<file path="config.mk">
export PLATFORM = sky130hd
export DESIGN_NAME = keypad_debouncer
export DESIGN_NICKNAME = d
export VERILOG_FILES = /design/src/rtl/keypad_pkg.sv /design/src/rtl/debounce_timer.sv /design/src/rtl/keypad_debouncer.sv
export SDC_FILE = /design/constraint.sdc
export NUM_CORES = 1
export LEC_CHECK = 0
export CORE_MARGIN = 10
export CORE_UTILIZATION = 50
export DETAILED_ROUTE_END_ITERATION = 6
export DONT_BUFFER_PORTS = 1
export SYNTH_ARGS = -nofsm -noshare
export SYNTH_HDL_FRONTEND = slang
export SYNTH_HIERARCHICAL = 1
export SYNTH_SLANG_ARGS = --single-unit
</file>
<file path="constraint.sdc">
create_clock -name clk -period 6.2 [get_ports clk]
set_clock_uncertainty 0.05 [all_clocks]
set_input_delay 1.55 -clock clk [delete_from_list [all_inputs] [get_ports clk]]
set_output_delay 1.55 -clock clk [all_outputs]
set_load 0.01 [all_outputs]
</file>
<file path="src/rtl/keypad_pkg.sv">
// Types and constants shared by the keypad scanner, this debouncer and the
// seven-segment display driver.
package keypad_pkg;

   localparam int unsigned KEY_CODE_W = 4;

   typedef logic [KEY_CODE_W-1:0] key_code_t;

   typedef enum logic [1:0] {
      IDLE,
      PRESS_WAIT,
      HELD,
      RELEASE_WAIT
   } debounce_state_t;

endpackage

</file>
<file path="src/rtl/debounce_timer.sv">
// Stability counter for the keypad debouncer: clr restarts the count, inc advances it,
// and done flags the final stable sample.
module debounce_timer #(
   parameter int unsigned DEBOUNCE_CYCLES = 50000,
   parameter int unsigned CNT_W           = $clog2(DEBOUNCE_CYCLES + 1)
) (
   input  logic clk,
   input  logic rst,
   input  logic clr,
   input  logic inc,
   output logic done
);

   localparam logic [CNT_W-1:0] LAST = CNT_W'(DEBOUNCE_CYCLES - 1);

   logic [CNT_W-1:0] count;

   assign done = (count == LAST);

   // The FSM leaves its wait state when done is high, so holding at LAST never loses a count.
   always_ff @(posedge clk) begin
      if (rst) begin
         count <= '0;
      end else if (clr) begin
         count <= '0;
      end else if (inc && !done) begin
         count <= count + CNT_W'(1);
      end
   end

endmodule

</file>
<file path="src/rtl/keypad_debouncer.sv">
// Debounces press and release of the scanner's decoded key and emits one strobe per press.
// Also keeps the newest and previous key codes for the two-digit display.
module keypad_debouncer
   import keypad_pkg::*;
#(
   parameter int unsigned DEBOUNCE_CYCLES = 50000,
   parameter int unsigned CNT_W           = $clog2(DEBOUNCE_CYCLES + 1)
) (
   input  logic      clk,
   input  logic      rst,
   input  key_code_t key_code,
   input  logic      key_pressed,
   input  logic      key_valid,
   output logic      key_strobe,
   output key_code_t key_out,
   output logic      key_held,
   output key_code_t digit_new,
   output key_code_t digit_old
);

   debounce_state_t state, state_d;
   key_code_t       candidate;
   logic            press_sample;
   logic            match;
   logic            start;
   logic            fire;
   logic            clr;
   logic            inc;
   logic            done;

   assign press_sample = key_pressed && key_valid;
   assign match        = press_sample && (key_code == candidate);

   debounce_timer #(
      .DEBOUNCE_CYCLES(DEBOUNCE_CYCLES),
      .CNT_W          (CNT_W)
   ) u_timer (
      .clk (clk),
      .rst (rst),
      .clr (clr),
      .inc (inc),
      .done(done)
   );

   always_comb begin
      state_d = state;
      start   = 1'b0;
      fire    = 1'b0;
      clr     = 1'b0;
      inc     = 1'b0;
      unique case (state)
         IDLE: begin
            if (press_sample) begin
               start   = 1'b1;
               clr     = 1'b1;
               state_d = PRESS_WAIT;
            end
         end
         PRESS_WAIT: begin
            if (!match) begin
               clr     = 1'b1;
               state_d = IDLE;
            end else if (done) begin
               fire    = 1'b1;
               state_d = HELD;
            end else begin
               inc = 1'b1;
            end
         end
         HELD: begin
            // Code changes or a second key while held are deliberately ignored.
            if (!key_pressed) begin
               clr     = 1'b1;
               state_d = RELEASE_WAIT;
            end
         end
         RELEASE_WAIT: begin
            if (key_pressed) begin
               clr     = 1'b1;
               state_d = HELD;
            end else if (done) begin
               state_d = IDLE;
            end else begin
               inc = 1'b1;
            end
         end
         default: state_d = IDLE;
      endcase
   end

   always_ff @(posedge clk) begin
      if (rst) begin
         state      <= IDLE;
         candidate  <= '0;
         key_strobe <= 1'b0;
         key_out    <= '0;
         key_held   <= 1'b0;
         digit_new  <= '0;
         digit_old  <= '0;
      end else begin
         state      <= state_d;
         key_strobe <= fire;
         key_held   <= (state_d == HELD) || (state_d == RELEASE_WAIT);
         if (start) begin
            candidate <= key_code;
         end
         if (fire) begin
            key_out   <= candidate;
            digit_old <= digit_new;
            digit_new <= candidate;
         end
      end
   end

endmodule

</file>
# Yosys cells after proc, flatten, opt, wreduce, memory -nomap -nowiden
# Cells that the tools add are included.
# word_totals
ff_bits,32
latch_bits,0
mem_bits_rw,0
romBits,0
inputBits,8
out_inout_bits,14
word_cells,42
memories,0
# classes
addsub,1
mul,0
n_div,0
order_cmp,0
eq_ne,7
shift,0
muxes,20
bitwise,0
n_reduce_logical,7
# op_table
operator,n
$add A16 B1 Y16 const B,1
$eq A16 B16 Y1 const B,1
$mux W2,6
$mux W1,11
$eq A2 B2 Y1 const B,4
$pmux W2 S4,1
$eq A4 B4 Y1,1
$pmux W1 S4,1
$logic_and A1 B1 Y1,3
$eq A2 B1 Y1 const B,1
$logic_not A2 Y1,1
$pmux W1 S2,1
$reduce_or A2 Y1,1
$logic_not A1 Y1,1
$logic_or A1 B1 Y1,1

# Logic depth before layout (Yosys ltp)
# Gate-level depths: netlist of run 1.
# depth
ltp_word,6
depth_mapped,10

# Modules after synthesis
# Netlist of run 1, hierarchy kept.
# modules_own_cells
module,n_inst,cells_per_inst,area_each_um2,seq_area_each_um2
debounce_timer,1,90,788.3,320.3
keypad_debouncer,1,84,733.2,320.3

# Worst setup path before layout of run 1
# Ideal clock, no wire load.
# synth_timing
path_type,input port to flip-flop
startpoint,input key_code[1]
endpoint,register u_timer.count[3]
arrival_time_ps,3351
required_ps,6080
path_slack_ps,2730
path_stages,9
n_path_buf,2
path_cell_list,xnor2_1 > and3_1 > clkbuf_1 > nand2_1 > a21oi_1 > clkbuf_1 > o41ai_4 > or3_2 > a21oi_1
# synth_between
elab_chain_len,5
word_cells_on_any_way,8
# synth_rtl
element,line_no,source
start: declaration,keypad_debouncer.sv:11,"input key_code_t key_code,"
$eq A4 B4 Y1,keypad_debouncer.sv:32,assign match = press_sample && (key_code == candidate);
$logic_and A1 B1 Y1,keypad_debouncer.sv:32,
$mux W1,keypad_debouncer.sv:60,if (!match) begin
$pmux W1 S2,keypad_debouncer.sv:51,unique case (state)
named net inc,keypad_debouncer.sv:28,logic inc;
$logic_and A1 B1 Y1,debounce_timer.sv:26,end else if (inc && !done) begin
end signal: assignment,debounce_timer.sv:27,count <= count + CNT_W'(1);
end: declaration,debounce_timer.sv:16,logic [CNT_W-1:0] count;
# The timed path passes the listed nets, and every way through them passes these cells.
# A chain may end at the register's enable or synchronous reset.

# Worst setup path after layout of run 1
# layout_timing
startpoint,input key_code[2]
endpoint,register u_timer.count[8]
# The elaborated chain is that of the path after synthesis.

==> impl_metrics.tcl, run 1 <==
set metrics [dict create \
    outcome "completed" \
    max_freq_ghz 0.280 \
    min_period_over_period_pct 57.5 \
    root_buffer "clkbuf_4" \
    hp-start "candidate[1]" \
    power.density_nw_per_um2 252 \
    crit_arrival_ns 3.78 \
    gr-usage-met3_pct 5.65 \
    synth_cell_types 34 \
    port_buffers 0 \
    hold_depth 2 \
    antenna_found_initial 0 \
    drtIter0Drc 86 \
    reg2reg_to "state[1]" \
    ys_seq_elements 32 \
    synth_edf_count 0 \
    setup_ws_ns 2.63 \
    r2r-start "u_timer/count[4]" \
    synth_nets 183 \
    post-cts-setup-buffers 0 \
    rrSetupSlack_ns 3.29 \
    regArea_sq_um 641 \
    layout-drive-gt1-share_pct 10.0 \
    p_leak_uw 0.000495 \
    numCtsBuffers 5 \
    relSlewSlack_pct 53.5 \
    cts_buffer_depth 2 \
    core_region_area_sq_um 2830 \
    required_ns 6.42 \
    start_util_pct 53.8 \
    synth_compound_area_share_pct 14.1 \
    die_w_um 75.2 \
    clock_latency_ns 0.33 \
    vias_per_cell 6.09 \
    tightest_slew_ns 0.698 \
    clk_pin_slew_worst_paths_ns 0.10 \
    grt-busiest-layer "met2" \
    post-route-drc-count 0 \
    layoutNonFillerInstCount 201 \
    antennaDiodeCount 0 \
    hpwl_mm 2.23 \
    gp_congestion 0.866 \
    ctsHoldBuffers 0 \
    synthAdderAreaFrac_pct 0.822 \
    worstRegToRegCells 6 \
    routedWlPerCell_um 15.3 \
    cts_tree "built" \
    rsz0062_at_grt "false" \
    io_pins 22 \
    ys_warn_count 6 \
    critPathCaptureType "register" \
    synth.largest_area_cell "dfxtp_1" \
    layout_common_cells "dfxtp_1, nor2_1, nand4_1" \
    post-place-ws_ns 2.30 \
    seq_area_frac_synth_pct 42.1 \
    worstSetupPathType "in -> reg" \
    period_minus_slack_ns 3.57 \
    cts.sinks 32 \
    setup.worst_path.start_class "primary input" \
    yosys.area.top_type_share_pct 42.1 \
    synth_ff_type "dfxtp_1" \
    finalSetupTns_ns 0 \
    dieArea_sq_um 5650 \
    final_common_cell "dfxtp_1" \
    multi_input_area_sq_um 816 \
    syn_area_per_cell_sq_um 8.74 \
    htree_levels 2 \
    grt_pass1_wl_mm 5.24 \
    hold_path.class "reg -> reg" \
    synthTopCellsByArea "dfxtp_1, nand4_1, a21oi_1, o21ai_0, xnor2_1" \
    final_nets 178 \
    syn_area_sq_um 1520 \
    max-vdd-ir-drop_mv 0.146 \
    gr-usage-met2_pct 19.7 \
    die-height_um 75.2 \
    use_met1_pct 12.8 \
    grt_util_all_layers_pct 12.0 \
    grt_max_degree 20 \
    setup_viol 0 \
    synth-xor-area-share_pct 8.06 \
    dr.pass1.iters 4 \
    hold_viol 0 \
    place_inst 193 \
    via_count 1225 \
    synth_top_family_by_area "simple AND/OR/NAND/NOR gates" \
    cp_max_fo 9 \
    grt_pass1_vias 1173 \
    syn_inst 174 \
    slew_viol_final 0 \
    fill_cells 272 \
    syn2layout_area_growth_pct 4.77 \
    grt_overflow 0 \
    cts_resized 0 \
    rows 19 \
    hold_path_end "digit_new[1]" \
    ys_async_sr_fraction_pct 0 \
    synthSimpleGateAreaFrac_pct 28.0 \
    final_antenna_net_count 0 \
    synth_mux_area_share_pct 2.63 \
    max_cap_violations 0 \
    drt-total-wl_mm 3.07 \
]
## worst max-delay path by stage
stage	end	slack [ns]	start	depth (start not counted)
final	u_timer/count[8]	2.63	key_code[2]	7
after global routing	u_timer/count[10]	2.24	key_code[2]	8
after CTS	u_timer/count[8]	2.63	key_code[2]	7
after detailed placement	u_timer/count[8]	2.30	key_code[2]	7
after global placement	u_timer/count[8]	2.32	key_code[2]	7
after floorplan	u_timer/count[3]	2.73	key_code[1]	9
## sequential cells by signal (all words and copies together), names as in the netlist
name and count:
key_strobe 1, key_held 1, state 2, u_timer/count 16, digit_new 4, digit_old 4, candidate 4
## metrics by stage
step	area [sq um]	power [uW]	hold WS [ns]	util, %
after floorplan	1520	228	0.425	-
after CTS	1590	407	0.456	56.3
after detailed placement	1500	229	0.440	53.0
final	1590	402	0.450	56.3
after global placement	1500	229	0.439	53.0
after global routing	1590	420	0.479	56.3
## final cells by class
class / instances / area share (%)
sequential: 32 / 40.2
tap: 31 / 2.43
clock buffer: 7 / 4.08
inverter: 1 / 0.235
multi-input combinational: 129 / 51.2
clock inverter: 1 / 1.88
## synth_stat cells, types with 2 or more instances
cell	n
dfxtp_1	32
nor2_1	18
nand4_1	15
a21oi_1	14
o21ai_0	14
nand2_1	8
xnor2_1	8
clkbuf_1	7
nand3_1	7
xor2_1	6
buf_4	4
mux2i_1	4
nor4_1	4
and3_1	3
or3_1	3
a211oi_1	2
and4_1	2
nand2b_1	2
nor3_1	2
nor3_2	2
o21bai_1	2
or3_2	2
or4b_4	2
## where the power goes
group / leakage [uW] / switching [uW] / internal, uW
clock: 0.0000515 / 71.0 / 107
sequential: 0.000258 / 1.71 / 207
combinational: 0.000186 / 9.40 / 5.63
## worst max-delay path, stage by stage
cell,delay [ns]
xor2_1,0.14
nor3_2,0.45
nand2_1,0.17
a21oi_1,0.58
nand4_1,0.36
or3_1,0.40
a21oi_1,0.14
## logic make-up after synthesis
logic type,after synthesis
DFF,32
buffers and inverters,13
AOI/OAI and AO/OA,35
and+or+nand+nor,75
adders and majority gates,1
xor gates and xnor gates,14
muxes,4
## layer usage
metal / share of wire, % / vias up
met4: 1.2 / 0
met3: 6.5 / 4
met2: 48 / 23
met5: 0 / -
met1: 44 / 570
li1: - / 628
No activity file was read; power rests on OpenSTA's default activity.
==> run 2: changes to the inputs <==
Settings changed: PLACE_DENSITY set to 0.68.
Clock period 6.2 ns to 3.11 ns, I/O delays scaled along.
==> impl_metrics.tcl, run 2 (synthesis results as in run 1) <==
set metrics [dict create \
    numCtsBuffers 5 \
    gp_congestion 0.800 \
    via_count 1246 \
    cts_resized 0 \
    hold_path.class "in -> reg" \
    cts_tree "built" \
    vias_per_cell 6.08 \
    required_ns 3.32 \
    min_period_over_period_pct 87.3 \
    rsz0062_at_grt "false" \
    syn2layout_area_growth_pct 5.51 \
    post-cts-setup-buffers 0 \
    die-height_um 75.2 \
    final_antenna_net_count 0 \
    grt_max_degree 20 \
    max_freq_ghz 0.368 \
    drt-total-wl_mm 3.13 \
    relSlewSlack_pct 65.2 \
    power.density_nw_per_um2 473 \
    critPathTopFamily "simple AND/OR/NAND/NOR gates" \
    setup.worst_path.start_class "register" \
    final_common_cell "dfxtp_1" \
    layout-drive-gt1-share_pct 11.5 \
    rows 19 \
    hp-start "rst" \
    hold_viol 0 \
    root_buffer "clkbuf_4" \
    grt_util_all_layers_pct 11.8 \
    hpwl_mm 2.30 \
    reg2reg_to "key_held" \
    worstRegToRegCells 6 \
    r2r-start "u_timer/count[4]" \
    period_minus_slack_ns 2.71 \
    max-vdd-ir-drop_mv 0.324 \
    rrSetupSlack_ns 0.40 \
    clk_pin_slew_worst_paths_ns 0.10 \
    grt_overflow 0 \
    outcome "completed" \
    post-route-drc-count 0 \
    grt_pass1_vias 1203 \
    ctsHoldBuffers 0 \
    cp_max_fo 9 \
    dr.pass1.iters 4 \
    cts_buffer_depth 2 \
    largest_reg_flops 16 \
    tightest_slew_ns 0.517 \
    hold_path_end "digit_old[2]" \
    htree_levels 2 \
    start_util_pct 53.8 \
    hold_depth 1 \
    antenna_found_initial 0 \
    p_leak_uw 0.000507 \
    post-place-ws_ns 0.413 \
    fill_cells 252 \
    slowest_delay_ns 0.58 \
    largest-register "u_timer/count" \
    cts.sinks 32 \
    dieArea_sq_um 5650 \
    setup_ws_ns 0.395 \
    core_region_area_sq_um 2830 \
    cp.buffers_inverters 0 \
    die_w_um 75.2 \
    max_cap_violations 0 \
    antennaDiodeCount 0 \
    worstSetupPathType "reg -> reg" \
    drtIter0Drc 65 \
    port_buffers 0 \
    setup_viol 0 \
    routedWlPerCell_um 15.3 \
    cp_slowest_cell "or4b_4" \
    critPathCaptureType "register" \
    grt_pass1_wl_mm 5.14 \
    fin_util_pct 56.7 \
    slew_viol_final 0 \
    path_cells "or4b_4, nor4_1, nand2_1, or4_1, or2_1, a211oi_1" \
    clock_latency_ns 0.34 \
    final_nets 182 \
    crit_arrival_ns 2.92 \
    io_pins 22 \
    layout_common_cells "dfxtp_1, nor2_1, nand4_1" \
    finalSetupTns_ns 0 \
]
run 2: worst max-delay path by stage:
| stage | start | end | slack, ns | depth (start not counted) |
|---|---|---|---|---|
| 6_report | u_timer/count[4] | key_held | 0.40 | 6 |
| 5_1_grt | u_timer/count[4] | key_held | 0.12 | 6 |
| 4_1_cts | u_timer/count[4] | key_held | 0.39 | 6 |
| 3_5_place_dp | u_timer/count[4] | key_held | 0.41 | 6 |
| 3_3_place_gp | u_timer/count[12] | key_held | 0.51 | 6 |
| 2_1_floorplan | key_code[1] | u_timer/count[3] | 0.41 | 9 |
run 2: worst reg2reg max path: cells and delay by family, from the launching register on:
family	cells	cell delay (ns)
AO/OA/AOI/OAI	1	0.20
AND/OR/NAND/NOR	5	2.01
flip-flops	1	0.38
run 2: layout make-up:
type	instances	area, sq um	area share, %
Clock buffer	6	41.3	2.57
Timing Repair Buffer	4	30.0	1.87
Multi-Input combinational cell	129	816	50.8
Tap cell	31	38.8	2.42
Sequential cell	32	641	39.9
Inverter	1	3.75	0.234
Clock inverter	2	35.0	2.18
run 2: per-stage QoR:
stage	power [uW]	hold WS [ns]	cell area [sq um]	cells
floorplan	454	0.425	1520	174
global placement	459	0.441	1530	197
detailed placement	459	0.441	1530	197
CTS	769	0.432	1610	205
global route	787	0.425	1610	205
finish	759	0.442	1610	205
run 2: where the power goes:
group          switching (uW)  internal [uW]
clock network             141            168
logic                    19.7           14.0
registers                3.37            413
run 2: routing by layer:
layer  track usage (%)  wire (um)  vias up
li1                  -          -      632
met1              12.3       1360      582
met2              19.8       1520       25
met3              4.60        194        7
met4              6.60         52        0
met5                 0          0        -
==> run 3: changes to the inputs <==
Settings changed: SYNTH_HIERARCHICAL 1 to not set.
==> impl_metrics.tcl, run 3 <==
set metrics [dict create \
    finalSetupTns_ns 0 \
    final_common_cell "dfxtp_1" \
    hold_viol 0 \
    rsz0062_at_grt "false" \
    grt_util_all_layers_pct 12.2 \
    die_w_um 75.4 \
    power.density_nw_per_um2 444 \
    routedWlPerCell_um 15.3 \
    die-height_um 75.4 \
    use_met1_pct 13.7 \
    io_pins 22 \
    grt_overflow 0 \
    antenna_found_initial 0 \
    ys_seq_elements 32 \
    synth.largest_area_cell "dfxtp_1" \
    gp_congestion 0.798 \
    syn_inst 177 \
    layoutNonFillerInstCount 207 \
    htree_levels 2 \
    numCtsBuffers 5 \
    post-route-drc-count 0 \
    fill_cells 299 \
    cts_tree "built" \
    clk_pin_slew_worst_paths_ns 0.09 \
    cts_buffer_depth 2 \
    clock_latency_ns 0.33 \
    core_region_area_sq_um 3000 \
    gr-usage-met2_pct 19.9 \
    tightest_slew_ns 1.04 \
    layout-drive-gt1-share_pct 7.47 \
    outcome "completed" \
    relSlewSlack_pct 30.2 \
    via_count 1303 \
    slew_viol_final 0 \
    setup_viol 0 \
    cts.sinks 32 \
    root_buffer "clkbuf_4" \
    synth_ff_type "dfxtp_1" \
    syn2layout_area_growth_pct 3.09 \
    hold_slack_ns 0.453 \
    place_inst 200 \
    setup.worst_path.start_class "register" \
    hold_path.class "in -> reg" \
    max-vdd-ir-drop_mv 0.213 \
    drt-total-wl_mm 3.17 \
    required_ns 3.23 \
    synth_nets 186 \
    ys_warn_count 0 \
    syn_area_sq_um 1540 \
    hp-start "rst" \
    p_leak_uw 0.000560 \
    grt_pass1_wl_mm 5.49 \
    crit_arrival_ns 2.26 \
    vias_per_cell 6.29 \
    gr-usage-met3_pct 4.82 \
    rows 20 \
    largest_reg_flops 16 \
    yosysMostFrequentCell "dfxtp_1" \
    port_buffers 0 \
    dieArea_sq_um 5690 \
    placed_cell_area_sq_um 1520 \
    worstSetupStartpoint "state[0]" \
    grt_max_degree 25 \
    start_util_pct 51.2 \
    synthTopCellsByArea "dfxtp_1, a21oi_1, or3_1, mux2i_1, o21ai_0" \
    final_nets 183 \
    max_cap_violations 0 \
    synth_edf_count 0 \
    yosys.area.top_type_share_pct 41.7 \
    hpwl_mm 2.26 \
    post-cts-setup-buffers 0 \
    grt_pass1_vias 1268 \
    antennaDiodeCount 0 \
    min_period_over_period_pct 68.9 \
    drtIter0Drc 77 \
    final_area_sq_um 1580 \
    r2r-start "state[0]" \
    seq_area_frac_synth_pct 41.7 \
    cts_resized 0 \
    largest-register "u_timer.count" \
    critPathCaptureType "register" \
    final_antenna_net_count 0 \
    period_minus_slack_ns 2.14 \
    worstSetupPathType "reg -> reg" \
    cp_max_fo 15 \
    dr.pass1.iters 4 \
    layout_common_cells "dfxtp_1, a21oi_1, o21ai_0" \
    syn_area_per_cell_sq_um 8.68 \
    ctsHoldBuffers 0 \
    synth_cell_types 39 \
    synth_common_cells "dfxtp_1, a21oi_1, o21ai_0, nor2_1" \
    ys_async_sr_fraction_pct 0 \
    max_freq_ghz 0.466 \
    grt-busiest-layer "met2" \
]
run 3: cell types whose count changed in the layout (fill, tap and decap cells not counted), sizes merged, moves of 3 or more:
cell,previous run,this run
nand4,15,5
buf,4,1
nand2,8,14
xor2,6,2
a21oi,14,22
xnor2,8,2
mux2i,4,8
or3,5,13
o21ai,14,19
nor2,18,14
o31ai,1,4
run 3: power breakdown:
part           leakage, uW  internal, uW  switching (uW)  total [uW]
clock            0.0000374           128             132         260
sequential        0.000258           412            3.92         416
combinational     0.000265          9.00            17.9        26.9
run 3: per-stage QoR:
step | setup WS, ns | utilization [%] | power [uW]
2_1_floorplan | 0.878 | - | 450
3_3_place_gp | 0.784 | 50.6 | 452
3_5_place_dp | 0.737 | 50.6 | 452
4_1_cts | 0.957 | 52.8 | 713
5_1_grt | 0.668 | 52.8 | 737
6_report | 0.966 | 52.8 | 703
run 3: final timing paths:
| path | slack (ns) | to | depth (start not counted) |
|---|---|---|---|
| max | 0.97 | u_timer.count[5] | 5 |
| min | 0.45 | candidate[2] | 1 |
| max reg2reg | 0.97 | u_timer.count[5] | 5 |
| min reg2reg | 0.45 | candidate[3] | 2 |
run 3: logic make-up after synthesis:
family          after synthesis  synth area share, %
flops                        32                 41.7
xor+xnor                      4                 2.28
compound gates               50                 18.2
fa+ha+maj                     1                0.814
buf+inv                      12                 4.56
mux                           8                 5.21
simple gates                 70                 27.2
run 3: layout make-up:
class                      instances  area [sq um]  share of cell area, %
inverter                           1          3.75                  0.237
timing repair buffer               1          7.51                  0.474
tap                               33          41.3                   2.61
clock buffer                       7          65.1                   4.11
multi-input combinational        133           826                   52.1
sequential                        32           641                   40.4
run 3: worst max-delay path, stage by stage, from the launching register on:
cell,delay (ns)
dfxtp_1,0.60
inv_1,0.13
o21ai_0,0.18
a211oi_1,0.10
nor2_1,0.83
a21oi_1,0.09
run 3: metal layers:
| metal | share of wire [%] | wire, um | vias to the layer above |
|---|---|---|---|
| met1 | 44 | 1390 | 611 |
| met4 | 1.7 | 54 | 0 |
| met2 | 46 | 1450 | 40 |
| met3 | 8.8 | 278 | 5 |
| li1 | - | - | 647 |
| met5 | 0 | 0 | - |
